### src/rtl/uart_pkg.sv
// Shared types and constants for the UART transmit path.
// Latency: none (declarations only).
// Backpressure: not applicable.
package uart_pkg;

    localparam int BYTE_W               = 8;
    localparam int DEFAULT_CLKS_PER_BIT = 868;

    typedef enum logic [1:0] {
        IDLE      = 2'd0,
        LOAD      = 2'd1,
        WAIT_DONE = 2'd2
    } arb_state_e;

endpackage

### src/rtl/uart_tx_arbiter_rr_pick.sv
// Round-robin picker: first set req bit searching upward from last_id+1, wrapping.
// Latency: purely combinational.
// Backpressure: none; the caller decides when to act on the winner.
module rr_pick #(
    parameter int N = 4
) (
    input  logic [N-1:0]         req,
    input  logic [$clog2(N)-1:0] last_id,
    output logic                 valid,
    output logic [$clog2(N)-1:0] winner
);

    localparam int IDW = $clog2(N);

    assign valid = |req;

    // Walk from the farthest candidate to the nearest so the nearest set bit wins.
    always_comb begin
        int idx;
        idx    = 0;
        winner = '0;
        for (int i = N; i >= 1; i--) begin
            idx = (int'(last_id) + i) % N;
            if (req[IDW'(idx)]) begin
                winner = IDW'(idx);
            end
        end
    end

endmodule

### src/rtl/uart_tx_arbiter.sv
// Shares one UART serializer between N_REQ byte producers, round-robin with bursts of up to MAX_BURST bytes.
// Latency: req -> gnt/tx_byte one edge, -> tx_start one edge later when tx_busy is low.
// Backpressure: holds in LOAD while tx_busy is high; next byte waits for tx_done (optional watchdog: UART_ARB_TIMEOUT_EN).
module uart_tx_arbiter
    import uart_pkg::*;
#(
    parameter int N_REQ        = 4,
    parameter int MAX_BURST    = 16,
    parameter int CLKS_PER_BIT = DEFAULT_CLKS_PER_BIT,
    parameter int TIMEOUT_CLKS = 12 * CLKS_PER_BIT
) (
    input  logic                     clk,
    input  logic                     rst_n,
    input  logic [N_REQ-1:0]         req,
    input  logic [BYTE_W*N_REQ-1:0]  req_data,
    output logic [N_REQ-1:0]         gnt,
    output logic [BYTE_W-1:0]        tx_byte,
    output logic                     tx_start,
    input  logic                     tx_busy,
    input  logic                     tx_done,
    output logic [$clog2(N_REQ)-1:0] owner_id,
    output logic                     arb_busy,
    output logic                     tx_timeout
);

    localparam int             IDW       = $clog2(N_REQ);
    localparam logic [7:0]     BURST_MAX = 8'(MAX_BURST);
    // Reset "last owner" to the top index so requester 0 is searched first.
    localparam logic [IDW-1:0] LAST_RST  = IDW'(N_REQ - 1);

    arb_state_e        state;
    logic [7:0]        burst_cnt;
    logic [IDW-1:0]    last_id;
    logic              pick_vld;
    logic [IDW-1:0]    pick_id;
    logic              more;
    logic [BYTE_W-1:0] req_bytes [N_REQ];

    for (genvar gi = 0; gi < N_REQ; gi++) begin : g_bytes
        assign req_bytes[gi] = req_data[BYTE_W*gi +: BYTE_W];
    end

    rr_pick #(
        .N (N_REQ)
    ) u_pick (
        .req     (req),
        .last_id (last_id),
        .valid   (pick_vld),
        .winner  (pick_id)
    );

    // Owner keeps the serializer while it has bytes and its burst allowance is not used up.
    assign more     = req[owner_id] && (burst_cnt < BURST_MAX);
    assign arb_busy = (state != IDLE);

`ifdef UART_ARB_TIMEOUT_EN
    localparam int              TO_W    = $clog2(TIMEOUT_CLKS + 1);
    localparam logic [TO_W-1:0] TO_LAST = TO_W'(TIMEOUT_CLKS - 1);

    logic [TO_W-1:0] to_cnt;
    logic            to_pulse;

    assign tx_timeout = to_pulse;
`else
    // Watchdog compiled out; the expression folds to a constant 0.
    assign tx_timeout = (TIMEOUT_CLKS < 0);
`endif

    // Arbitration FSM: pick an owner, hand bytes one at a time, rotate at burst end.
    always_ff @(posedge clk) begin
        if (!rst_n) begin
            state     <= IDLE;
            burst_cnt <= '0;
            last_id   <= LAST_RST;
            owner_id  <= '0;
            tx_byte   <= '0;
            gnt       <= '0;
            tx_start  <= 1'b0;
`ifdef UART_ARB_TIMEOUT_EN
            to_cnt    <= '0;
            to_pulse  <= 1'b0;
`endif
        end else begin
            gnt      <= '0;
            tx_start <= 1'b0;
`ifdef UART_ARB_TIMEOUT_EN
            to_pulse <= 1'b0;
`endif
            case (state)
                IDLE: begin
                    if (pick_vld) begin
                        owner_id     <= pick_id;
                        tx_byte      <= req_bytes[pick_id];
                        gnt[pick_id] <= 1'b1;
                        state        <= LOAD;
                    end
                end
                LOAD: begin
                    if (!tx_busy) begin
                        tx_start  <= 1'b1;
                        burst_cnt <= burst_cnt + 8'd1;
                        state     <= WAIT_DONE;
`ifdef UART_ARB_TIMEOUT_EN
                        to_cnt    <= '0;
`endif
                    end
                end
                WAIT_DONE: begin
                    if (tx_done) begin
                        if (more) begin
                            tx_byte       <= req_bytes[owner_id];
                            gnt[owner_id] <= 1'b1;
                            state         <= LOAD;
                        end else begin
                            last_id   <= owner_id;
                            burst_cnt <= '0;
                            state     <= IDLE;
                        end
                    end
`ifdef UART_ARB_TIMEOUT_EN
                    else if (to_cnt == TO_LAST) begin
                        to_pulse  <= 1'b1;
                        last_id   <= owner_id;
                        burst_cnt <= '0;
                        state     <= IDLE;
                    end else begin
                        to_cnt <= to_cnt + TO_W'(1);
                    end
`endif
                end
                default: state <= IDLE;
            endcase
        end
    end

endmodule

### config.mk
export PLATFORM = sky130hd
export DESIGN_NAME = uart_tx_arbiter
export DESIGN_NICKNAME = d
export VERILOG_FILES = /design/src/rtl/uart_pkg.sv /design/src/rtl/uart_tx_arbiter_rr_pick.sv /design/src/rtl/uart_tx_arbiter.sv
export SDC_FILE = /design/constraint.sdc
export NUM_CORES = 1
export LEC_CHECK = 0
export ABC_CLOCK_PERIOD_IN_PS = 1900
export CAP_MARGIN = 20
export CORE_MARGIN = 8
export CORE_UTILIZATION = 40
export CTS_CLUSTER_SIZE = 40
export DETAILED_ROUTE_END_ITERATION = 6
export PLACE_DENSITY = 0.7
export SLEW_MARGIN = 10
export SYNTH_ARGS = -nofsm -noshare
export SYNTH_HDL_FRONTEND = slang
export SYNTH_SLANG_ARGS = --single-unit
### constraint.sdc
create_clock -name clk -period 1.9 [get_ports clk]
set_input_delay 0.38 -clock clk [delete_from_list [all_inputs] [get_ports clk]]
set_output_delay 0.38 -clock clk [all_outputs]
set_load 0.01 [all_outputs]
---- Yosys cells after proc, flatten, opt, wreduce, memory -nomap -nowiden ----
Index checks and enable logic that the tools add are counted.
storage, ports and cells
  output and inout bits ................... 17
  register bits after elaboration ......... 27
  word-level logic and storage cells ...... 93
cells by class
  multiplexer cells ....................... 46
  equal/unequal tests ..................... 7
  add/sub/neg operators ................... 5
  reductions and logical operators ........ 14
  bitwise operators ....................... 3
  $lt $le $gt $ge ......................... 11
operators by type and width
  operator                                                            count
  two-way mux 8 bit                                                   10
  binary-select mux 8 bit (select 2 bit)                              2
  case mux 8 bit (2 select lines)                                     2
  less-than comparator 2 x 4 -> 1 bit (second input constant)         4
  two-way mux 2 bit                                                   7
  two-way mux 1 bit                                                   13
  two-way mux 4 bit                                                   3
  binary-select mux 1 bit (select 2 bit)                              5
  != test 2 bit (second input constant)                               5
  adder 8 x 1 -> 8 bit (second input constant)                        1
  less-than comparator 8 x 5 -> 1 bit (second input constant)         1
  case mux 4 bit (2 select lines)                                     1
  AND reduction 4 bit                                                 2
  greater-or-equal comparator 3 bit (second input constant)           2
  less-than comparator 2 x 3 -> 1 bit (second input constant)         2
  inverter 2 -> 3 bit                                                 2
  case mux 2 bit (3 select lines)                                     1
  AND reduction 3 bit                                                 2
  nonzero test 2 bit                                                  3
  adder 2 x 1 -> 2 bit (second input constant)                        2
  adder 2 bit (second input constant)                                 2
  demux 1 bit (select 2 bit)                                          2
  greater-or-equal comparator 2 x 1 -> 1 bit (second input constant)  2
  AND reduction 2 bit                                                 2
  other kinds (6)                                                     8

---- Depth between registers and ports, before layout ----
  word-level depth ........................ 14
  gate-level depth with buffers ........... 7
  mapped depth without buffers ............ 5

---- Hierarchy ----
Synthesis repeated with hierarchy kept, for this count alone.
second synthesis, totals
  cell total of the unflattened synthesis .. 179
  area, all modules ....................... 1,850.5 sq um
by module, submodules not included
  module           cells each  instances  area an instance (sq um)  seq. area each (sq um)
  uart_tx_arbiter  165         1          1,759.2                   540.5
  rr_pick          14          1          91.3                      0.0

---- Worst setup path before layout ----
Ideal clock, no wire load.
  path type ............................... flip-flop to flip-flop
  start ................................... register owner_id[0]
  end ..................................... register burst_cnt[0]
  slack ................................... 0.076 ns
  cell stages (with the launch flop) ...... 7
  required time ........................... 1.785 ns
  arrival time ............................ 1.709 ns
  setup time .............................. 0.115 ns
  path through ............................ dfxtp_1 buf_2 mux4_1 nand2_1 nand2_1 and3_1 o21a_1
between the ends
  longest elaborated chain between the ends .. 5
RTL lines
  item                                     RTL line                RTL
  start: declaration                       uart_tx_arbiter.sv:21   output logic [$clog2(N_REQ)-1:0] owner_id,
  start signal: assignment                 uart_tx_arbiter.sv:92   owner_id <= pick_id;
  binary-select mux 1 bit (select 2 bit)   uart_tx_arbiter.sv:53   assign more = req[owner_id] && (burst_cnt < BURST_MAX);
  two-way mux 1 bit (not written as such)  uart_tx_arbiter.sv:53
  logical AND 1 bit                        uart_tx_arbiter.sv:53
  != test 2 bit (no source line)           --
  AND reduction 4 bit (no source line)     --
  end signal: assignment                   uart_tx_arbiter.sv:101  burst_cnt <= burst_cnt + 8'd1;
  end: declaration                         uart_tx_arbiter.sv:32   logic [7:0] burst_cnt;
No other way between the ends. The select of a mux whose other input is x is not followed.
A chain may end at the register's enable or synchronous reset.

---- Worst setup path in the final report ----
  start ................................... input port req[0]
  end ..................................... register tx_byte[0]
between the ends
  longest elaborated chain between the ends .. 13
  elaborated cells between the ends (all ways) .. 29
  classes of those cells .................. eq/ne (2); mux (23); bitwise (1); reduce/logical (3)
RTL lines
  item                                                   RTL line                       RTL
  start: declaration                                     uart_tx_arbiter.sv:14          input logic [N_REQ-1:0] req,
  binary-select mux 1 bit (select 2 bit)                 uart_tx_arbiter_rr_pick.sv:24  if (req[IDW'(idx)]) begin
  two-way mux 1 bit (not written as such) (2 in series)  uart_tx_arbiter_rr_pick.sv:24
  two-way mux 2 bit (4 in series)                        uart_tx_arbiter_rr_pick.sv:24
  inverter 2 -> 3 bit (not written as such)              uart_tx_arbiter.sv:93          tx_byte <= req_bytes[pick_id];
  binary-select mux 8 bit (select 2 bit)                 uart_tx_arbiter.sv:93
  two-way mux 8 bit (not written as such) (2 in series)  uart_tx_arbiter.sv:93
  two-way mux 8 bit                                      uart_tx_arbiter.sv:91          if (pick_vld) begin
  case mux 8 bit (2 select lines)                        uart_tx_arbiter.sv:89          case (state)
  end signal: assignment                                 uart_tx_arbiter.sv:93
  end signal: assignment                                 uart_tx_arbiter.sv:111         tx_byte <= req_bytes[owner_id];
  end: declaration                                       uart_tx_arbiter.sv:17          output logic [BYTE_W-1:0] tx_byte,
Several ways; a longest one is shown, not always the timed one. The select of a mux whose other input is x is not followed.

==> impl_metrics.ini <==
[hold_path]
hp-class = flip-flop to flip-flop
min_to = tx_byte[1]$_SDFFE_PN0P_
min_from = tx_byte[1]$_SDFFE_PN0P_
min_path_cells = 2

[worst_setup_path]
critPathMaxStageDelay_ns = 0.30
reg2reg_to = tx_byte[0]$_SDFFE_PN0P_
crit_family = compound AO/OA/AOI/OAI gates
crit_type = input port to flip-flop
cp-end-kind = flip-flop
cp.arrival_ns = 2.01
crit_chain = dlygate4sd2_1 -> o211ai_1 -> o21ai_1 -> buf_4 -> buf_4 -> o31ai_4 -> buf_12 -> a211oi_1 -> o31ai_1
crit_top_cell = buf_4
slowest_stage = o31ai_1
ff2ff_path_depth = 5
critical_path_buf_inv_count = 4
worstPathMaxFanout = 8
ff2ff_setup_slack_ns = 0.10
r2r_start = last_id[1]$_SDFFE_PN1P_
required_ns = 2.08
start_kind = input port

[clock_tree]
cts-root-buf = clkbuf_8
clock_sinks = 27
insertion_delay_ns = 0.27
cts-htree-levels = 1
clockBufferDepth = 2
hold_buffers = 0
path_clk_slew_ns = 0.10
cts_inserted_buffers = 3
tritoncts = yes

[finish]
fillers = 419
syn_to_final_growth_pct = 50.6
layout.nets = 344
antennaDiodeCount = 0
final_util = 0.613
layout_common_cells = 50 x clkdlybuf4s50_1, 33 x buf_4, 28 x nand2_1
layout_commonest_cell = clkdlybuf4s50_1
drive_gt1_frac = 0.232

[run_status]
outcome = finished clean

[power_and_ir_drop]
peakVddDrop_mv = 0.360
p_per_area_mw_per_mm2 = 604
power_leakage_nw = 1.15
finalPower_mw = 1.72

[placement]
gp_congestion = 0.800
dp_hpwl_mm = 4.41
place.port_buffers = 55

[yosys]
netlist_area_mm2 = 0.00190
yosys_warnings = 0
syn_nets = 258
yosysSeqAreaShare = 0.285
synth_ff_type = dfxtp_1
synth.avg_cell_area_um2 = 8.74
yosys_register_bits = 27
synth-edff-count = 0
postSynth.asyncResetShare = 0
synth.distinct_cells = 57
postSynthCellCount = 217

[detailed_routing]
drc_errors = 0
wl_mm = 5.84
routed_via_density = 5.53
ant_nets = 0
drt_iter0_markers = 56
drt-pass1-iter-count = 4
wl_per_cell_um = 16.4
dr_total_vias = 1970

[timing]
fin_crit_sh = 0.963
finalClockSkew_ns = 0.00168
setup_viol = 0
fmax_mhz = 547
finalMaxSlewViolations = 0
min_period_ns = 1.83
hold_viol_final = 0

[grt]
antenna_found_initial = 0
overflow = 0
grt_pass1_vias = 1950
grt_util_all_layers = 0.160
grt_max_degree = 22
grt_pass1_wl_mm = 9.54

[die]
row_count = 25
die_h_um = 84.8
die_w_um = 84.8
dieArea_mm2 = 0.00720
top_level_ports = 57
core_area_mm2 = 0.00466
start_util = 0.407

[flow_run]
cap_violations = 0
-- where the power goes --
part / switching (mW) / internal [mW]
sequential: 0.0334 / 0.620
clock: 0.198 / 0.154
combinational: 0.318 / 0.401
total: 0.549 / 1.17
-- synthesized netlist by cell type, types with 3 or more instances --
| master | number | area, um^2 |
|---|---|---|
| nand2_1 | 28 | 105 |
| dfxtp_1 | 27 | 541 |
| nor2_1 | 20 | 75.1 |
| a211oi_1 | 17 | 128 |
| a21oi_1 | 15 | 75.1 |
| inv_1 | 10 | 37.5 |
| a221oi_1 | 8 | 70.1 |
| o31ai_1 | 8 | 60.1 |
| mux4_2 | 5 | 113 |
| nand3_1 | 5 | 25.0 |
| and2_1 | 4 | 25.0 |
| and3_1 | 3 | 18.8 |
| clkbuf_1 | 3 | 11.3 |
| mux2i_1 | 3 | 30.0 |
| mux4_1 | 3 | 78.8 |
| nor2b_1 | 3 | 18.8 |
| xnor2_1 | 3 | 26.3 |
| xor2_1 | 3 | 26.3 |
-- worst max-delay path by stage --
stage | start | slack [ns] | end | cells past startpoint
6_report | req[0] | 0.07 | tx_byte[0]$_SDFFE_PN0P_ | 9
5_1_grt | last_id[1]$_SDFFE_PN1P_ | -0.11 | tx_byte[0]$_SDFFE_PN0P_ | 6
4_1_cts | req[2] | 0.01 | owner_id[0]$_SDFFE_PN0P_ | 6
3_5_place_dp | req[3] | -0.45 | tx_byte[4]$_SDFFE_PN0P_ | 6
3_3_place_gp | req[0] | -0.35 | tx_byte[0]$_SDFFE_PN0P_ | 7
2_1_floorplan | owner_id[0]$_SDFFE_PN0P_ | 0.08 | burst_cnt[0]$_SDFFE_PN0P_ | 6
-- worst register-to-register path, cell delays in order (launching register included) --
cell and delay, ns:
dfxtp_1 0.48, mux2i_2 0.36, o21ai_4 0.08, a21o_4 0.28
a211oi_1 0.34, o31ai_1 0.14
-- state kept, by name, summed over array words and instances (netlist names) --
| name | flops |
|---|---|
| tx_start | 1 |
| last_id | 2 |
| tx_byte | 8 |
| state | 2 |
| burst_cnt | 8 |
| owner_id | 2 |
| gnt | 4 |
-- per-stage QoR --
stage	setup WS (ns)	std cells	TNS (ns)	hold slack, ns	cell area (um^2)
after floorplan	0.0763	217	0	0.467	1900
after global placement	-0.352	351	-6.69	0.436	2740
after detailed placement	-0.449	351	-7.60	0.444	2740
after CTS	0.0133	356	0	0.466	2820
after global routing	-0.108	356	-0.108	0.492	2860
final	0.0708	356	0	0.470	2860
-- per-layer routing --
metal  wire (um)  share of wire  track usage
met1        2690           0.46        0.213
met2        2890           0.50        0.261
met3         197          0.034       0.0241
met4          52         0.0089       0.0437
met5           0              0            0
-- repair_timing --
item | CTS | global route
pin swaps | 1 | 0
setup endpoints to repair | 13 | 16
resized for setup | 14 | 8
setup buffers | 1 | 0
endpoints found under the hold margin | 0 | 0
-- cell families (layout without fill, tap and decap cells) --
group / count (synthesis) / count (layout) / share of synthesized area
fa+ha+maj: 1 / 1 / 0.00660
simple gates: 84 / 84 / 0.224
mux: 12 / 12 / 0.130
compound gates: 63 / 63 / 0.253
xor+xnor: 6 / 6 / 0.0277
buf+inv: 23 / 108 / 0.0706
other cells: 1 / 1 / 0.00198
flops: 27 / 27 / 0.285
-- final cells by class --
type / instances / area (um^2) / area share
multi-input combinational: 167 / 1270 / 0.446
clock inverter: 1 / 8.76 / 0.00307
timing repair buffer: 93 / 882 / 0.309
clock buffer: 3 / 41.3 / 0.0145
tap: 54 / 67.6 / 0.0237
inverter: 11 / 41.3 / 0.0145
sequential: 27 / 542 / 0.190
Power figures use the tool's default switching activity.
==> edit: new RTL, same settings <==
Set the parameter `N_REQ` to 2 (it was 4).
--- a/src/rtl/uart_tx_arbiter.sv
+++ b/src/rtl/uart_tx_arbiter.sv
@@ -5,5 +5,5 @@
     import uart_pkg::*;
 #(
-    parameter int N_REQ        = 4,
+    parameter int N_REQ        = 2,
     parameter int MAX_BURST    = 16,
     parameter int CLKS_PER_BIT = DEFAULT_CLKS_PER_BIT,
Interface: changed (resized gnt, owner_id, req and req_data); port bits go from 57 to 36. The function was not compared with the original's and may differ.
==> edit against the unedited design <==
  * Setup slack better by 0.036 ns
  * Synthesized area down 36%
  * Total power down 36%
  * Cell area down 41%
  * Global-route usage down 3.3 points
  * Sequential cell count down 4
  * Maximum frequency up 2.0%
  * Via count down 42%
  * Wire length down 47%
  * Count of clock-buffer cells in the layout up 1
  * Sequential power down 17%
  * Critical endpoint is now owner_id
==> edit: results (changes against the unedited design) <==
INFO  metric inverters_excl_clock = 3 (-8)
INFO  metric place_inst = 198 (-44%)
INFO  metric highest_cell_delay_on_the_worst_timing_path = 0.60 ns (+0.30 ns)
INFO  metric grt_first_pass_wirelength = 5240 um (-45%)
INFO  metric non_clock_buffer_area_share = 26.1% (-4.7 points)
INFO  metric outcome = finished clean
INFO  metric biggestRegsByFlops = burst_cnt (8), tx_byte (8)
INFO  metric syn_nets = 149 (-42%)
INFO  metric n_fill_cell = 274 (-35%)
INFO  metric post_synth_mux_area_share = 13.7% (+0.71 points)
INFO  metric route.layer.met1.wl = 1340 um (-50%)
INFO  metric synth_xor_xnor_area_share = 1.43% (-1.3 points)
INFO  metric cts_sinks = 23 (-15%)
INFO  metric place_congestion = 0.836 (+4.4%)
INFO  metric min_from = burst_cnt[1]$_SDFFE_PN0P_
INFO  metric num-multi-input-gates = 93 (-44%)
INFO  metric yosys-top-cells-area = dfxtp_1 (38%), mux2_4 (11%), o311a_1 (6.6%), o21bai_1 (5.5%), nand2_1 (3.1%)
INFO  metric post-cts-setup-buffer-count = 0 (-1)
INFO  metric hold-path-endpoint = burst_cnt[1]$_SDFFE_PN0P_
INFO  metric dpl.hpwl = 2360 um (-47%)
INFO  metric final.hold.worst_slack = 0.533 ns (+0.0630 ns)
INFO  metric synth-compound-area-share = 22.9% (-2.4 points)
INFO  metric drive_gt1_share = 18.9% (-4.2 points)
INFO  metric power.internal = 0.798 mW (-32%)
INFO  metric seq_cell_power = 0.541 mW (-17%)
INFO  metric preCtsSetupSlack = -0.163 ns (+0.286 ns)
[edit: how the worst max path moves through the flow]
stage | start | end | slack (ns) | depth (start not counted)
2_1_floorplan | state[0]$_SDFFE_PN0P_ | tx_byte[6]$_SDFFE_PN0P_ | 0.22 | 5
3_3_place_gp | req[0] | tx_byte[4]$_SDFFE_PN0P_ | -0.13 | 5
3_5_place_dp | req[0] | tx_byte[4]$_SDFFE_PN0P_ | -0.16 | 5
4_1_cts | state[0]$_SDFFE_PN0P_ | arb_busy | 0.06 | 3
5_1_grt | state[0]$_SDFFE_PN0P_ | arb_busy | 0.004 | 3
6_report | owner_id$_SDFFE_PN0P_ | owner_id | 0.11 | 1
[edit: worst register-to-register path, cell delays in order (launching register included)]
cell	delay, ns
dfxtp_2	0.40
nand2b_1	0.16
mux2_4	0.39
mux2_4	0.32
o311a_1	0.29
[edit: repair_timing]
item                                    4_1_cts  5_1_grt
hold buffers                                  0        0
endpoints found under the setup margin        0        1
resized for setup                             0        2
